**config.mk**
```make
export PLATFORM = sky130hd
export DESIGN_NAME = arith_issue_ctrl
export DESIGN_NICKNAME = d
export VERILOG_FILES = /design/src/rtl/arith_issue_ctrl.sv
export SDC_FILE = /design/constraint.sdc
export NUM_CORES = 1
export LEC_CHECK = 0
export ABC_CLOCK_PERIOD_IN_PS = 1900
export CAP_MARGIN = 5
export CORE_AREA = 5 5 98 100
export DETAILED_ROUTE_END_ITERATION = 7
export DIE_AREA = 0 0 103 105
export PLACE_DENSITY = 0.82
export SETUP_SLACK_MARGIN = 0.02
export SLEW_MARGIN = 25
export SYNTH_ARGS = -nofsm -noshare
export SYNTH_HDL_FRONTEND = slang
export SYNTH_SLANG_ARGS = --single-unit
```
**constraint.sdc**
```tcl
create_clock -name clk -period 1.9 [get_ports clk]
set_input_delay 0.285 -clock clk [delete_from_list [all_inputs] [get_ports clk]]
set_output_delay 0.285 -clock clk [all_outputs]
set_load 0.01 [all_outputs]
```
**src/rtl/arith_issue_ctrl.sv**
```systemverilog
// Command front-end for the 16-bit arithmetic unit: registers operands, waits a
// per-operation settle time, captures results and keeps a multi-word carry/borrow chain.
module arith_issue_ctrl #(
    parameter int WIDTH    = 16,
    parameter int MUL_WAIT = 1,
    parameter int DIV_WAIT = 2
) (
    input  logic             clk,
    input  logic             rst_n,
    input  logic             i_cmd_valid,
    output logic             o_cmd_ready,
    input  logic [1:0]       i_cmd_op,
    input  logic [WIDTH-1:0] i_cmd_a,
    input  logic [WIDTH-1:0] i_cmd_b,
    input  logic             i_cmd_chain,
    input  logic             i_clear_chain,
    output logic             o_rsp_valid,
    input  logic             i_rsp_ready,
    output logic [WIDTH-1:0] o_rsp_result,
    output logic [WIDTH-1:0] o_rsp_aux,
    output logic [3:0]       o_rsp_flags,
    output logic             o_chain_carry,
    output logic             o_chain_borrow,
    output logic [WIDTH-1:0] o_au_in0,
    output logic [WIDTH-1:0] o_au_in1,
    output logic [1:0]       o_au_sel,
    output logic             o_au_carryin,
    output logic             o_au_borrowin,
    input  logic [WIDTH-1:0] i_au_result,
    input  logic [WIDTH-1:0] i_au_upper,
    input  logic [WIDTH-1:0] i_au_rem,
    input  logic             i_au_carryout,
    input  logic             i_au_borrowout,
    input  logic             i_au_ovf,
    input  logic             i_au_dbz
);

    localparam logic [1:0] OP_ADD = 2'b00;
    localparam logic [1:0] OP_SUB = 2'b01;
    localparam logic [1:0] OP_MUL = 2'b10;
    localparam logic [1:0] OP_DIV = 2'b11;

    localparam logic [2:0] MUL_CNT = 3'(MUL_WAIT);
    localparam logic [2:0] DIV_CNT = 3'(DIV_WAIT);

    typedef enum logic [1:0] {
        IDLE   = 2'b00,
        SETTLE = 2'b01,
        RESP   = 2'b10
    } state_t;

    state_t           r_state;
    logic [2:0]       r_cnt;
    logic             r_rsp_valid;
    logic [WIDTH-1:0] r_rsp_result;
    logic [WIDTH-1:0] r_rsp_aux;
    logic [3:0]       r_rsp_flags;
    logic             r_chain_carry;
    logic             r_chain_borrow;
    logic [WIDTH-1:0] r_au_in0;
    logic [WIDTH-1:0] r_au_in1;
    logic [1:0]       r_au_sel;
    logic             r_au_carryin;
    logic             r_au_borrowin;

    logic             w_accept;
    logic             w_capture;
    logic [2:0]       w_wait_load;
    logic [WIDTH-1:0] w_aux;

    assign w_accept  = i_cmd_valid && (r_state == IDLE);
    assign w_capture = (r_state == SETTLE) && (r_cnt == 3'd0);

    always_comb begin
        w_wait_load = 3'd0;
        w_aux       = '0;
        case (i_cmd_op)
            OP_MUL:  w_wait_load = MUL_CNT;
            OP_DIV:  w_wait_load = DIV_CNT;
            default: w_wait_load = 3'd0;
        endcase
        case (r_au_sel)
            OP_MUL:  w_aux = i_au_upper;
            OP_DIV:  w_aux = i_au_rem;
            default: w_aux = '0;
        endcase
    end

    // Operand/select registers stay at their last value after capture so the unit's outputs remain stable.
    always_ff @(posedge clk or negedge rst_n) begin
        if (!rst_n) begin
            r_state       <= IDLE;
            r_cnt         <= 3'd0;
            r_rsp_valid   <= 1'b0;
            r_rsp_result  <= '0;
            r_rsp_aux     <= '0;
            r_rsp_flags   <= 4'b0000;
            r_au_in0      <= '0;
            r_au_in1      <= '0;
            r_au_sel      <= OP_ADD;
            r_au_carryin  <= 1'b0;
            r_au_borrowin <= 1'b0;
        end else begin
            case (r_state)
                IDLE: begin
                    if (w_accept) begin
                        r_au_in0      <= i_cmd_a;
                        r_au_in1      <= i_cmd_b;
                        r_au_sel      <= i_cmd_op;
                        r_au_carryin  <= i_cmd_chain && (i_cmd_op == OP_ADD) && r_chain_carry;
                        r_au_borrowin <= i_cmd_chain && (i_cmd_op == OP_SUB) && r_chain_borrow;
                        r_cnt         <= w_wait_load;
                        r_state       <= SETTLE;
                    end
                end
                SETTLE: begin
                    if (r_cnt != 3'd0) begin
                        r_cnt <= r_cnt - 3'd1;
                    end else begin
                        r_rsp_result <= i_au_result;
                        r_rsp_aux    <= w_aux;
                        r_rsp_flags  <= {i_au_dbz, i_au_ovf, i_au_borrowout, i_au_carryout};
                        r_rsp_valid  <= 1'b1;
                        r_state      <= RESP;
                    end
                end
                RESP: begin
                    if (i_rsp_ready) begin
                        r_rsp_valid <= 1'b0;
                        r_state     <= IDLE;
                    end
                end
                default: begin
                    r_rsp_valid <= 1'b0;
                    r_state     <= IDLE;
                end
            endcase
        end
    end

    // The capture update takes priority over an external clear in the same cycle.
    always_ff @(posedge clk or negedge rst_n) begin
        if (!rst_n) begin
            r_chain_carry  <= 1'b0;
            r_chain_borrow <= 1'b0;
        end else if (w_capture) begin
            r_chain_carry  <= (r_au_sel == OP_ADD) && i_au_carryout;
            r_chain_borrow <= (r_au_sel == OP_SUB) && i_au_borrowout;
        end else if (i_clear_chain) begin
            r_chain_carry  <= 1'b0;
            r_chain_borrow <= 1'b0;
        end
    end

    assign o_cmd_ready    = (r_state == IDLE);
    assign o_rsp_valid    = r_rsp_valid;
    assign o_rsp_result   = r_rsp_result;
    assign o_rsp_aux      = r_rsp_aux;
    assign o_rsp_flags    = r_rsp_flags;
    assign o_chain_carry  = r_chain_carry;
    assign o_chain_borrow = r_chain_borrow;
    assign o_au_in0       = r_au_in0;
    assign o_au_in1       = r_au_in1;
    assign o_au_sel       = r_au_sel;
    assign o_au_carryin   = r_au_carryin;
    assign o_au_borrowin  = r_au_borrowin;

endmodule

```
==> metrics.txt, run 1 <==
# TYPE chip_impl_metric gauge
chip_impl_metric{name="routed_via_density",unit=""} 4.83
chip_impl_metric{name="gr-usage-all-layers",unit="%"} 15.9
chip_impl_metric{name="share_of_yosys_cell_area_claimed_by_the_top_area_cell_type",unit="%"} 58.1
chip_impl_metric{name="final-max-slew-violation-count",unit=""} 0
chip_impl_metric{name="io_buffer_count",unit=""} 167
chip_impl_metric{name="ys_seq_area_share",unit="%"} 58.1
chip_impl_metric{name="crit_cells",unit=""} 2
chip_impl_metric{name="maxCapViolations",unit=""} 0
chip_impl_metric{name="start_util",unit="%"} 40.1
chip_impl_metric{name="stdcell_count",unit=""} 520
chip_impl_info{name="ys_top_cells_by_area",value="sky130_fd_sc_hd__dfrtp_1 (58%), sky130_fd_sc_hd__mux2_4 (13%), sky130_fd_sc_hd__mux2_2 (8.5%)"} 1
chip_impl_metric{name="synth-async-reset-ratio",unit="%"} 100
chip_impl_metric{name="floorplan.core_area",unit="sq mm"} 0.00859
chip_impl_metric{name="timing.final.setup_violations",unit=""} 0
chip_impl_metric{name="post-route-period-util",unit="%"} 94.8
chip_impl_metric{name="dr.pass1.iters",unit=""} 4
chip_impl_metric{name="post-dp-hpwl",unit="mm"} 6.76
chip_impl_metric{name="area.growth.synth_to_final",unit="%"} 59.6
chip_impl_metric{name="grt_overflow_total",unit=""} 0
chip_impl_metric{name="finalWirelength",unit="mm"} 8.74
chip_impl_metric{name="p_int",unit="mW"} 5.83
chip_impl_metric{name="die_width",unit="um"} 103
chip_impl_metric{name="syn_nets",unit=""} 327
chip_impl_info{name="rsz0062_at_grt",value="no"} 1
chip_impl_metric{name="fp-row-count",unit=""} 34
chip_impl_metric{name="design.die.area",unit="sq mm"} 0.0108
chip_impl_metric{name="io_pins",unit=""} 168
chip_impl_metric{name="worst_slew_margin_rel",unit="%"} 74.9
chip_impl_info{name="synth_top_family_by_area",value="multiplexers"} 1
chip_impl_info{name="critPathTopFamily",value="buffers and inverters"} 1
chip_impl_metric{name="data_required_time_of_the_worst_path",unit="ps"} 1620
chip_impl_metric{name="cts.reportedPaths.clkPinSlew",unit="ps"} 100
chip_impl_metric{name="power-per-cell-area",unit="mW/mm^2"} 1560
chip_impl_metric{name="power.clock.fraction",unit="%"} 15.3
chip_impl_info{name="hold_path.class",value="input port to async pin"} 1
chip_impl_metric{name="clock_tree.buffer_depth",unit=""} 2
chip_impl_info{name="synth_top_cell_by_area",value="sky130_fd_sc_hd__dfrtp_1"} 1
chip_impl_info{name="synthFlopType",value="sky130_fd_sc_hd__dfrtp_1"} 1
chip_impl_metric{name="number_of_antenna_violations_at_the_first_check_in_global_routing",unit=""} 0
chip_impl_info{name="cts_tree",value="done"} 1
chip_impl_metric{name="post_synth_inst_count",unit=""} 233
chip_impl_metric{name="static-leakage-power",unit="nW"} 2.40
chip_impl_metric{name="finalHoldViolations",unit=""} 0
chip_impl_metric{name="weighted_congestion_reported_at_the_end_of_routability_driven_placement",unit=""} 0.743
chip_impl_metric{name="synth-adder-area-share",unit="%"} 0.727
chip_impl_metric{name="r2r_cells",unit=""} 5
chip_impl_metric{name="numPlacedInstances",unit=""} 503
chip_impl_metric{name="syn-mean-instance-area",unit="sq um"} 14.8
chip_impl_metric{name="synth-compound-area-share",unit="%"} 5.31
chip_impl_metric{name="ys_types",unit=""} 27
chip_impl_metric{name="grt_start_max_net_pins",unit=""} 39
chip_impl_metric{name="clock_sinks",unit=""} 80
chip_impl_metric{name="global_route_wire_length_before_repair",unit="mm"} 13.5
chip_impl_info{name="critical_path.startpoint_type",value="register"} 1
chip_impl_metric{name="clock_skew",unit="ps"} 13.0
chip_impl_metric{name="synth.cell_area",unit="sq mm"} 0.00344
chip_impl_metric{name="swShare",unit="%"} 31.9
chip_impl_metric{name="synth.mux.area_fraction",unit="%"} 27.4
chip_impl_info{name="synth_most_common_cell",value="sky130_fd_sc_hd__dfrtp_1"} 1
chip_impl_info{name="endpoint_kind",value="output port"} 1
chip_impl_metric{name="seq_power_share",unit="%"} 34.3
chip_impl_metric{name="yosysWarningCount",unit=""} 0
chip_impl_info{name="cts_root_buf",value="sky130_fd_sc_hd__clkbuf_8"} 1
chip_impl_metric{name="critical_path_buf_inv_count",unit=""} 1
chip_impl_metric{name="tightest_slew",unit="ps"} 375
chip_impl_metric{name="path_max_fanout",unit=""} 7
chip_impl_metric{name="synth-edff-count",unit=""} 0
chip_impl_metric{name="grt_pass1_vias",unit=""} 2708
chip_impl_metric{name="layout-drive-gt1-share",unit="%"} 20.9
chip_impl_metric{name="residual_antenna_violating_net_count_after_detailed_routing",unit=""} 0
chip_impl_metric{name="antennaDiodeCount",unit=""} 0
chip_impl_metric{name="die_h",unit="um"} 105
chip_impl_metric{name="maxClockFrequency",unit="MHz"} 555
chip_impl_metric{name="clock_tree.htree_level_count",unit=""} 3
chip_impl_metric{name="synth_xor_xnor_area_share",unit="%"} 0
chip_impl_info{name="crit_type",value="register to output port"} 1
chip_impl_metric{name="synth-simple-area-share",unit="%"} 5.23
chip_impl_info{name="critical_path.cell_chain",value="nor2_2 -> clkdlybuf4s50_1"} 1
chip_impl_metric{name="timing.critical_path.slowest_cell_delay",unit="ps"} 560
chip_impl_metric{name="insertion_delay",unit="ps"} 350
chip_impl_metric{name="p_sw",unit="mW"} 2.74
chip_impl_metric{name="routed_vias",unit=""} 2512
chip_impl_metric{name="critical_path_arrival",unit="ps"} 1520
chip_impl_metric{name="tns",unit="ps"} 0
chip_impl_metric{name="timing.final.crit_period",unit="ps"} 1800
chip_impl_info{name="critPathSlowestCell",value="sky130_fd_sc_hd__clkdlybuf4s50_1"} 1
chip_impl_info{name="run_status",value="completed"} 1
chip_impl_metric{name="drt_drc_violations_left",unit=""} 0
chip_impl_metric{name="vdd_ir_drop_max",unit="uV"} 652
chip_impl_metric{name="share_of_power_burned_in_combinational_logic",unit="%"} 50.4
chip_impl_metric{name="ys_ff_latch",unit=""} 80
chip_impl_metric{name="initialDrtViolationCount",unit=""} 85
chip_impl_metric{name="fin_nets",unit=""} 501
chip_impl_metric{name="tritoncts.num_buffers",unit=""} 9
chip_impl_info{name="yosys-top-cells-count",value="sky130_fd_sc_hd__dfrtp_1 (80), sky130_fd_sc_hd__mux2_4 (30), sky130_fd_sc_hd__mux2_2 (26), sky130_fd_sc_hd__mux2i_1 (19), sky130_fd_sc_hd__nor2_1 (18)"} 1
chip_impl_metric{name="avgRoutedWirePerCell",unit="um"} 16.8
-- cell families (layout without fill, tap and decap cells) --
kind of cell	Yosys count	after routing
AOI/OAI and AO/OA	23	23
adders and majority gates	2	2
buffers and inverters	18	197
DFF	80	80
muxes	76	76
and+or+nand+nor	34	34
-- cell usage in the layout, fill, tap and decap left out, types with 2 or more instances in the layout --
| cell type | netlist | routed |
|---|---|---|
| sky130_fd_sc_hd__clkdlybuf4s50_1 | 0 | 166 |
| sky130_fd_sc_hd__dfrtp_1 | 80 | 79 |
| sky130_fd_sc_hd__mux2_4 | 30 | 30 |
| sky130_fd_sc_hd__mux2_2 | 26 | 26 |
| sky130_fd_sc_hd__mux2i_1 | 19 | 19 |
| sky130_fd_sc_hd__nor2_1 | 18 | 18 |
| sky130_fd_sc_hd__a22o_1 | 17 | 17 |
| sky130_fd_sc_hd__clkbuf_8 | 0 | 9 |
| sky130_fd_sc_hd__buf_4 | 1 | 6 |
| sky130_fd_sc_hd__inv_1 | 4 | 4 |
| sky130_fd_sc_hd__nand2_1 | 4 | 4 |
| sky130_fd_sc_hd__inv_6 | 0 | 4 |
| sky130_fd_sc_hd__buf_12 | 0 | 4 |
| sky130_fd_sc_hd__o21ai_0 | 3 | 3 |
| sky130_fd_sc_hd__nand3b_1 | 3 | 3 |
| sky130_fd_sc_hd__nor2b_1 | 2 | 2 |
| sky130_fd_sc_hd__ha_1 | 2 | 2 |
-- cell type report --
cell class | count | area [sq um]
Sequential cell | 80 | 2000
Clock inverter | 7 | 83.8
Inverter | 4 | 15.0
Timing Repair Buffer | 177 | 1800
Multi-Input combinational cell | 135 | 1340
Clock buffer | 9 | 124
Fill cell | 648 | 3100
Tap cell | 108 | 135
-- power by group through the flow --
stage	clock network, mW	registers (mW)	logic, mW
3_5_place_dp	0	2.97	4.38
4_1_cts	1.35	2.95	4.40
5_1_grt	1.42	3.04	4.62
3_3_place_gp	0	2.95	4.27
6_report	1.31	2.94	4.32
2_1_floorplan	0	3.25	1.91
-- metal layers --
layer  up-vias  track usage [%]  share of wire [%]
met2       101             26.3                 50
met5         -                0                  0
li1       1177                -                  -
met4         0             6.11                1.9
met1      1223             19.0                 39
met3        11             5.13                9.7
-- flip-flops by register name, indices dropped and copies added (netlist names) --
name	count
o_au_sel	2
o_chain_borrow	1
r_state	2
o_au_in1	16
r_cnt	3
o_rsp_flags	4
o_au_borrowin	1
o_chain_carry	1
o_rsp_result	16
o_au_carryin	1
o_au_in0	16
o_rsp_valid	1
o_rsp_aux	16
-- worst register-to-register path: stages (launching register included) --
cell,delay [ps]
sky130_fd_sc_hd__dfrtp_1,330
sky130_fd_sc_hd__inv_1,70
sky130_fd_sc_hd__ha_1,240
sky130_fd_sc_hd__nand4bb_2,140
sky130_fd_sc_hd__buf_4,270
sky130_fd_sc_hd__mux2_2,380
-- metrics by stage --
stage | util, % | hold slack [ps] | area, sq um | setup WS [ps] | power [mW]
after floorplan | - | -10.6 | 3440 | 427 | 5.16
after global placement | 61.4 | 175 | 5280 | 299 | 7.22
after detailed placement | 61.4 | 175 | 5280 | 229 | 7.35
after CTS | 63.9 | 317 | 5490 | 49.6 | 8.70
after global routing | 63.9 | 373 | 5500 | 42.6 | 9.08
final | 63.9 | 357 | 5500 | 99.6 | 8.57
-- worst paths after layout --
path / from / to / slack (ps)
max: r_state[0]$_DFFE_PN0P_ / o_cmd_ready / 100
min reg2reg: o_rsp_result[12]$_DFFE_PN0P_ / o_rsp_result[12]$_DFFE_PN0P_ / 510
min: rst_n / o_au_in1[1]$_DFFE_PN0P_ / 360
max reg2reg: r_cnt[0]$_DFFE_PN0P_ / o_rsp_result[15]$_DFFE_PN0P_ / 370
max in group asynchronous: rst_n / o_au_in1[11]$_DFFE_PN0P_ / 920
min in group clk: o_rsp_result[12]$_DFFE_PN0P_ / o_rsp_result[12]$_DFFE_PN0P_ / 510
-- timing repair --
action	CTS	global route
setup endpoints to repair	0	1
gates resized for setup	0	1
endpoints found under the hold margin	16	0
hold buffers	1	0
setup buffers	0	0
No activity file was read; power rests on OpenSTA's default activity.
==> run 2, diff against run 1 <==
Settings changed: CTS_CLUSTER_SIZE set to 24.
==> results of run 2 <==
Final layout, timing and power as in run 1 (identical DEF).
==> run 3, diff against run 2 <==
Settings changed: CTS_CLUSTER_SIZE 24 to 30, REMOVE_ABC_BUFFERS set to 1.
==> run 3 against run 2 <==
Utilization up 0.50 points. Global-route usage grew 0.51 points. Via count rose by 0.28%. Sequential cell count unchanged. Fmax shrank 0.56%. Power increased by 3.7%. Register-to-register slack got worse by 50 ps. Highest routed layer unchanged. Final area increased by 0.77%. Worst hold slack gained 90 ps. Critical path depth is the same.
==> metrics.txt, run 3 (same netlist as run 1, synthesis figures left out) <==
# TYPE chip_impl_metric gauge
chip_impl_metric{name="routed_vias",unit=""} 2519
chip_impl_metric{name="layout-drive-gt1-share",unit="%"} 20.0
chip_impl_metric{name="floorplan.core_area",unit="sq mm"} 0.00859
chip_impl_metric{name="die_h",unit="um"} 105
chip_impl_metric{name="residual_antenna_violating_net_count_after_detailed_routing",unit=""} 0
chip_impl_metric{name="area_used_by_multi_input_combinational_logic",unit="sq mm"} 0.00135
chip_impl_metric{name="clock_skew",unit="ps"} 12.2
chip_impl_metric{name="die_width",unit="um"} 103
chip_impl_metric{name="cts.repair_timing.setup_buffer_count",unit=""} 0
chip_impl_metric{name="global_route_wire_length_before_repair",unit="mm"} 13.9
chip_impl_metric{name="finalHoldViolations",unit=""} 0
chip_impl_metric{name="area_taken_by_flip_flops_and_latches",unit="sq mm"} 0.00200
chip_impl_metric{name="r2r_setup_slack",unit="ps"} 320
chip_impl_metric{name="dr.pass1.iters",unit=""} 4
chip_impl_info{name="run_status",value="completed"} 1
chip_impl_info{name="cts_root_buf",value="sky130_fd_sc_hd__clkbuf_8"} 1
chip_impl_info{name="mostFrequentLayoutCells",value="sky130_fd_sc_hd__clkdlybuf4s50_1 (166), sky130_fd_sc_hd__dfrtp_1 (80), sky130_fd_sc_hd__mux2_4 (30)"} 1
chip_impl_metric{name="finalWirelength",unit="mm"} 8.91
chip_impl_metric{name="cts_repair_resize_count",unit=""} 0
chip_impl_metric{name="static-leakage-power",unit="nW"} 2.42
chip_impl_metric{name="drt_drc_violations_left",unit=""} 0
chip_impl_metric{name="tightest_slew",unit="ps"} 531
chip_impl_metric{name="tritoncts.num_buffers",unit=""} 9
chip_impl_metric{name="area.growth.synth_to_final",unit="%"} 60.8
chip_impl_metric{name="weighted_congestion_reported_at_the_end_of_routability_driven_placement",unit=""} 0.767
chip_impl_info{name="cts_tree",value="done"} 1
chip_impl_metric{name="initialDrtViolationCount",unit=""} 56
chip_impl_metric{name="avgRoutedWirePerCell",unit="um"} 17.2
chip_impl_metric{name="final-max-slew-violation-count",unit=""} 0
chip_impl_info{name="endpoint_kind",value="output port"} 1
chip_impl_metric{name="maxCapViolations",unit=""} 0
chip_impl_metric{name="gr-usage-all-layers",unit="%"} 16.4
chip_impl_metric{name="insertion_delay",unit="ps"} 340
chip_impl_metric{name="antennaDiodeCount",unit=""} 0
chip_impl_metric{name="path_max_fanout",unit=""} 7
chip_impl_metric{name="worst_slew_margin_rel",unit="%"} 64.6
chip_impl_metric{name="r2r_cells",unit=""} 4
chip_impl_metric{name="cts.reportedPaths.clkPinSlew",unit="ps"} 90
chip_impl_metric{name="fin_worst_hold_slack",unit="ps"} 447
chip_impl_metric{name="design.die.area",unit="sq mm"} 0.0108
chip_impl_metric{name="clock_sinks",unit=""} 80
chip_impl_metric{name="timing.final.crit_period",unit="ps"} 1810
chip_impl_metric{name="post-route-period-util",unit="%"} 95.3
chip_impl_info{name="hold_path.class",value="input port to async pin"} 1
chip_impl_info{name="r2r-start",value="r_state[0]$_DFFE_PN0P_"} 1
chip_impl_metric{name="critical_path_arrival",unit="ps"} 1530
chip_impl_metric{name="io_buffer_count",unit=""} 167
chip_impl_metric{name="io_pins",unit=""} 168
chip_impl_metric{name="grt_pass1_vias",unit=""} 2791
chip_impl_metric{name="fp-row-count",unit=""} 34
chip_impl_metric{name="post-dp-hpwl",unit="mm"} 6.73
chip_impl_metric{name="fillCellCount",unit=""} 671
chip_impl_metric{name="number_of_antenna_violations_at_the_first_check_in_global_routing",unit=""} 0
chip_impl_metric{name="grt_start_max_net_pins",unit=""} 59
chip_impl_info{name="reg2reg_to",value="o_au_in0[6]$_DFFE_PN0P_"} 1
chip_impl_metric{name="start_util",unit="%"} 40.1
chip_impl_info{name="layout.cells.most_common",value="sky130_fd_sc_hd__clkdlybuf4s50_1"} 1
chip_impl_metric{name="maxClockFrequency",unit="MHz"} 552
chip_impl_metric{name="placed_area",unit="sq mm"} 0.00527
chip_impl_metric{name="clock_tree.buffer_depth",unit=""} 2
chip_impl_metric{name="design_area",unit="sq mm"} 0.00554
chip_impl_metric{name="vdd_ir_drop_max",unit="uV"} 846
chip_impl_metric{name="fin_nets",unit=""} 500
chip_impl_metric{name="grt_overflow_total",unit=""} 0
chip_impl_metric{name="routed_via_density",unit=""} 4.85
chip_impl_metric{name="power-per-cell-area",unit="mW/mm^2"} 1610
chip_impl_info{name="critical_path.startpoint_type",value="register"} 1
chip_impl_metric{name="timing.final.setup_violations",unit=""} 0
chip_impl_info{name="crit_type",value="register to output port"} 1
chip_impl_metric{name="data_required_time_of_the_worst_path",unit="ps"} 1620
chip_impl_metric{name="clock_tree.htree_level_count",unit=""} 3
chip_impl_info{name="rsz0062_at_grt",value="no"} 1
## run 3: cell count changes in the layout (fill, tap and decap cells not counted), sizes merged
cell      delta
clkinvlp     -1
inv          -5
clkinv       +1
clkbuf       +2
buf          -1
bufinv       +3
## run 3: metal layers
layer  global-route usage, %  share of wire [%]  vias to the layer above  routed length (um)
met3                    6.46                7.7                        4                 689
met2                    29.7                 54                       81                4790
met1                    17.7                 38                     1268                3390
met5                       0                  0                        -                   0
met4                    3.61               0.49                        0                  44
li1                        -                  -                     1166                   -
## run 3: cell type report
| type | count | share of cell area (%) |
|---|---|---|
| well taps | 108 | 2.44 |
| multi-input cells | 135 | 24.4 |
| repair buffers | 176 | 32.1 |
| flip-flops and latches | 80 | 36.2 |
| inverters | 4 | 0.271 |
| clock inverters | 5 | 2.33 |
| clock buffers | 11 | 2.37 |
## run 3: critical path, stage by stage (launching register included)
cell and delay [ps]:
sky130_fd_sc_hd__dfrtp_1 480, sky130_fd_sc_hd__nor2_2 160, sky130_fd_sc_hd__clkdlybuf4s50_1 550
## run 3: timing repair
item | 4_1_cts | 5_1_grt
endpoints found under the setup margin | 0 | 0
hold buffers | 1 | 0
hold endpoints to repair | 39 | 0
## run 3: power breakdown
part | switching [mW] | total (mW) | internal [mW]
sequential | 0.472 | 2.96 | 2.49
combinational | 1.63 | 4.33 | 2.70
clock | 0.594 | 1.60 | 1.01
total | 2.69 | 8.89 | 6.20
## run 3: metrics by stage
step                util (%)  setup TNS, ps  power (mW)  setup slack [ps]  std cells
CTS                     64.4              0        9.02              65.3        519
finish                  64.4              0        8.89              89.5        519
floorplan                  -         -35370        5.07              -946        219
detailed placement      61.3              0        7.37               172        502
global route            64.4              0        9.39              27.0        519
global placement        61.3              0        7.24               216        502
## run 3: worst max path at each step
stage               slack (ps)  depth (start not counted)              startpoint                          to
detailed placement         170                          4             i_cmd_valid     o_au_in0[6]$_DFFE_PN0P_
finish                      90                          2  r_state[0]$_DFFE_PN0P_                 o_cmd_ready
CTS                         70                          2  r_state[0]$_DFFE_PN0P_                 o_cmd_ready
floorplan                 -950                          4    r_cnt[0]$_DFFE_PN0P_  o_rsp_flags[0]$_DFFE_PN0P_
global placement           220                          4             i_cmd_valid     o_au_in0[4]$_DFFE_PN0P_
global route                30                          2  r_state[0]$_DFFE_PN0P_                 o_cmd_ready
==> patch: new RTL, config.mk and constraints of run 2 <==
Set the parameter `WIDTH` to 20 (it was 16).
--- a/src/rtl/arith_issue_ctrl.sv
+++ b/src/rtl/arith_issue_ctrl.sv
@@ -1,7 +1,7 @@
 // Command front-end for the 16-bit arithmetic unit: registers operands, waits a
 // per-operation settle time, captures results and keeps a multi-word carry/borrow chain.
 module arith_issue_ctrl #(
-    parameter int WIDTH    = 16,
+    parameter int WIDTH    = 20,
     parameter int MUL_WAIT = 1,
     parameter int DIV_WAIT = 2
 ) (
Interface: changed (9 resized); port bits go from 168 to 204. No check against the original RTL was run, so the function may have changed too.
==> patch against run 2 <==
- synthesized area rose by 21%
- count of clock-buffer cells in the layout rose by 2
- hold slack improved by 0.085 ns
- largest power group unchanged
- cell area rose by 19%
- sequential share of layout area rose by 0.28 points
- power rose by 19%
- core utilization rose by 12 points
- wire length rose by 26%
- sequential cell count rose by 16
- worst setup slack got worse by 0.0073 ns
==> patch: results (changes against run 2) <==
| Metric | Value |
|---|---|
| Htree depth | 3 (unchanged) |
| Via density | 5.05 (+4.5%) |
| CP max FO | 7 (unchanged) |
| Ranking of synthesized cells by area | dfrtp_1, mux2_4, mux2_2, mux2i_1, a22o_1 |
| Final Skew | 0.0124 ns (-0.000590 ns) |
| Clk_lat worst skew | 0.36 ns |
| Max incr delay on CP | 0.55 ns |
| Fillers | 575 (-11%) |
| Ant diodes | 0 (unchanged) |
| Largest area contributor in the netlist | dfrtp_1 |
| Outcome | completed |
| First DRT Iteration DRCs | 63 (-26%) |
| All-Layer GR Usage | 0.200 (+0.0413) |
| Largest net degree at the start of global routing | 45 (+15%) |
| Clock-pin slew on the worst setup and hold paths | 0.10 ns (about the same) |
| Clock Tree Root | clkbuf_8 |
| Post-detail-place hpwl | 8480 um (+25%) |
| Critical Path Source | r_state[0]$_DFFE_PN0P_ |
| Initial antenna violation count | 0 (unchanged) |
| Most frequent cells after synthesis | dfrtp_1, mux2_4, mux2_2, mux2i_1, nor2_1 |
| Register area share after synthesis | 0.575 (-0.00603) |
| Worst r2r src | r_cnt[0]$_DFFE_PN0P_ |
| Via count of the first global-routing pass | 3,225 (+19%) |
| PortBufs | 203 (+22%) |
| First-pass GRT wire length | 16,800 um (+25%) |
| DRT Wirelength | 11,000 um (+26%) |
| Leakage power | 2.87 nW (+20%) |
| Slew HR | 0.663 (-0.0860) |
| Clock buffer depth | 2 (unchanged) |
| Drt pass-1 iters | 4 (unchanged) |
| Routability congestion estimate | 0.746 (+0.35%) |
| Post-synthesis cell type count | 26 (-3.7%) |
| Final net count | 598 (+19%) |
| Critical path's slowest cell | clkdlybuf4s50_1 |
| Pre-CTS setup slack | 0.174 ns (-0.0557 ns) |
| VDD IR max | 794 uV (+22%) |
| Synth async-reset ratio | 1.00 (unchanged) |
| Mapped Nets | 391 (+20%) |
| Layout cell share with drive strength beyond 1 | 0.207 (-0.00219) |
## patch: changes by cell type after synthesis, moves of 5 or more
cell            run 2  this run
mux2_4             30        40
dfrtp_1            80        96
buf_12              0         5
buf_2               6        11
## patch: cell families (layout without fill, tap and decap cells)
| logic type | after synthesis | after routing | synth area share |
|---|---|---|---|
| flops | 96 | 96 | 0.575 |
| simple gates | 38 | 38 | 0.0462 |
| mux | 92 | 92 | 0.277 |
| compound gates | 27 | 27 | 0.0527 |
| buf+inv | 22 | 234 | 0.0426 |
| fa+ha+maj | 2 | 2 | 0.00599 |
## patch: worst max-delay path: cells and delay by family, from the launching register on
kind          cells  cell delay [ns]
flops             1             0.48
simple gates      1             0.14
buf+inv           1             0.55
## patch: final timing paths
path	slack, ns	cells past startpoint	end
max	0.09	2	o_cmd_ready
min	0.44	2	o_rsp_result[3]$_DFFE_PN0P_
max reg2reg	0.24	5	o_rsp_result[18]$_DFFE_PN0P_
min reg2reg	0.51	1	o_rsp_aux[12]$_DFFE_PN0P_
max in group asynchronous	0.84	3	r_state[0]$_DFFE_PN0P_
min in group clk	0.50	3	o_chain_carry$_DFFE_PN0P_
## patch: through the flow
step                cell area [sq um]  instances  utilization
floorplan                        4180        277            -
global placement                 6320        580        0.735
detailed placement               6320        580        0.735
CTS                              6540        597        0.761
global route                     6540        597        0.762
finish                           6540        597        0.762
## patch: power breakdown
group          internal [mW]  leakage, nW  switching (mW)
clock                  0.690        0.103           0.714
combinational           3.31         1.60            1.99
sequential              2.99         1.16           0.542
## patch: layout make-up
type | count | area [sq um] | share of cell area
clock inverters | 5 | 62.6 | 0.00956
well taps | 108 | 135 | 0.0207
flip-flops and latches | 96 | 2400 | 0.367
clock buffers | 11 | 151 | 0.0231
repair buffers | 214 | 2160 | 0.331
multi-input cells | 159 | 1610 | 0.246
inverters | 4 | 15.0 | 0.00229
## patch: layer usage
metal  global-route usage  vias up  wire length [um]
met5                    0        -                 0
met4               0.0611        0               161
met3               0.0653       14              1190
met2                0.333      141              5280
met1                0.246     1473              4350
li1                     -     1387                 -
## patch: repair_timing
item,in CTS,in global routing
endpoints found under the hold margin,37,0
hold buffers,1,0
buffers inserted,0,0
endpoints found under the setup margin,0,1
gates resized for setup,0,1
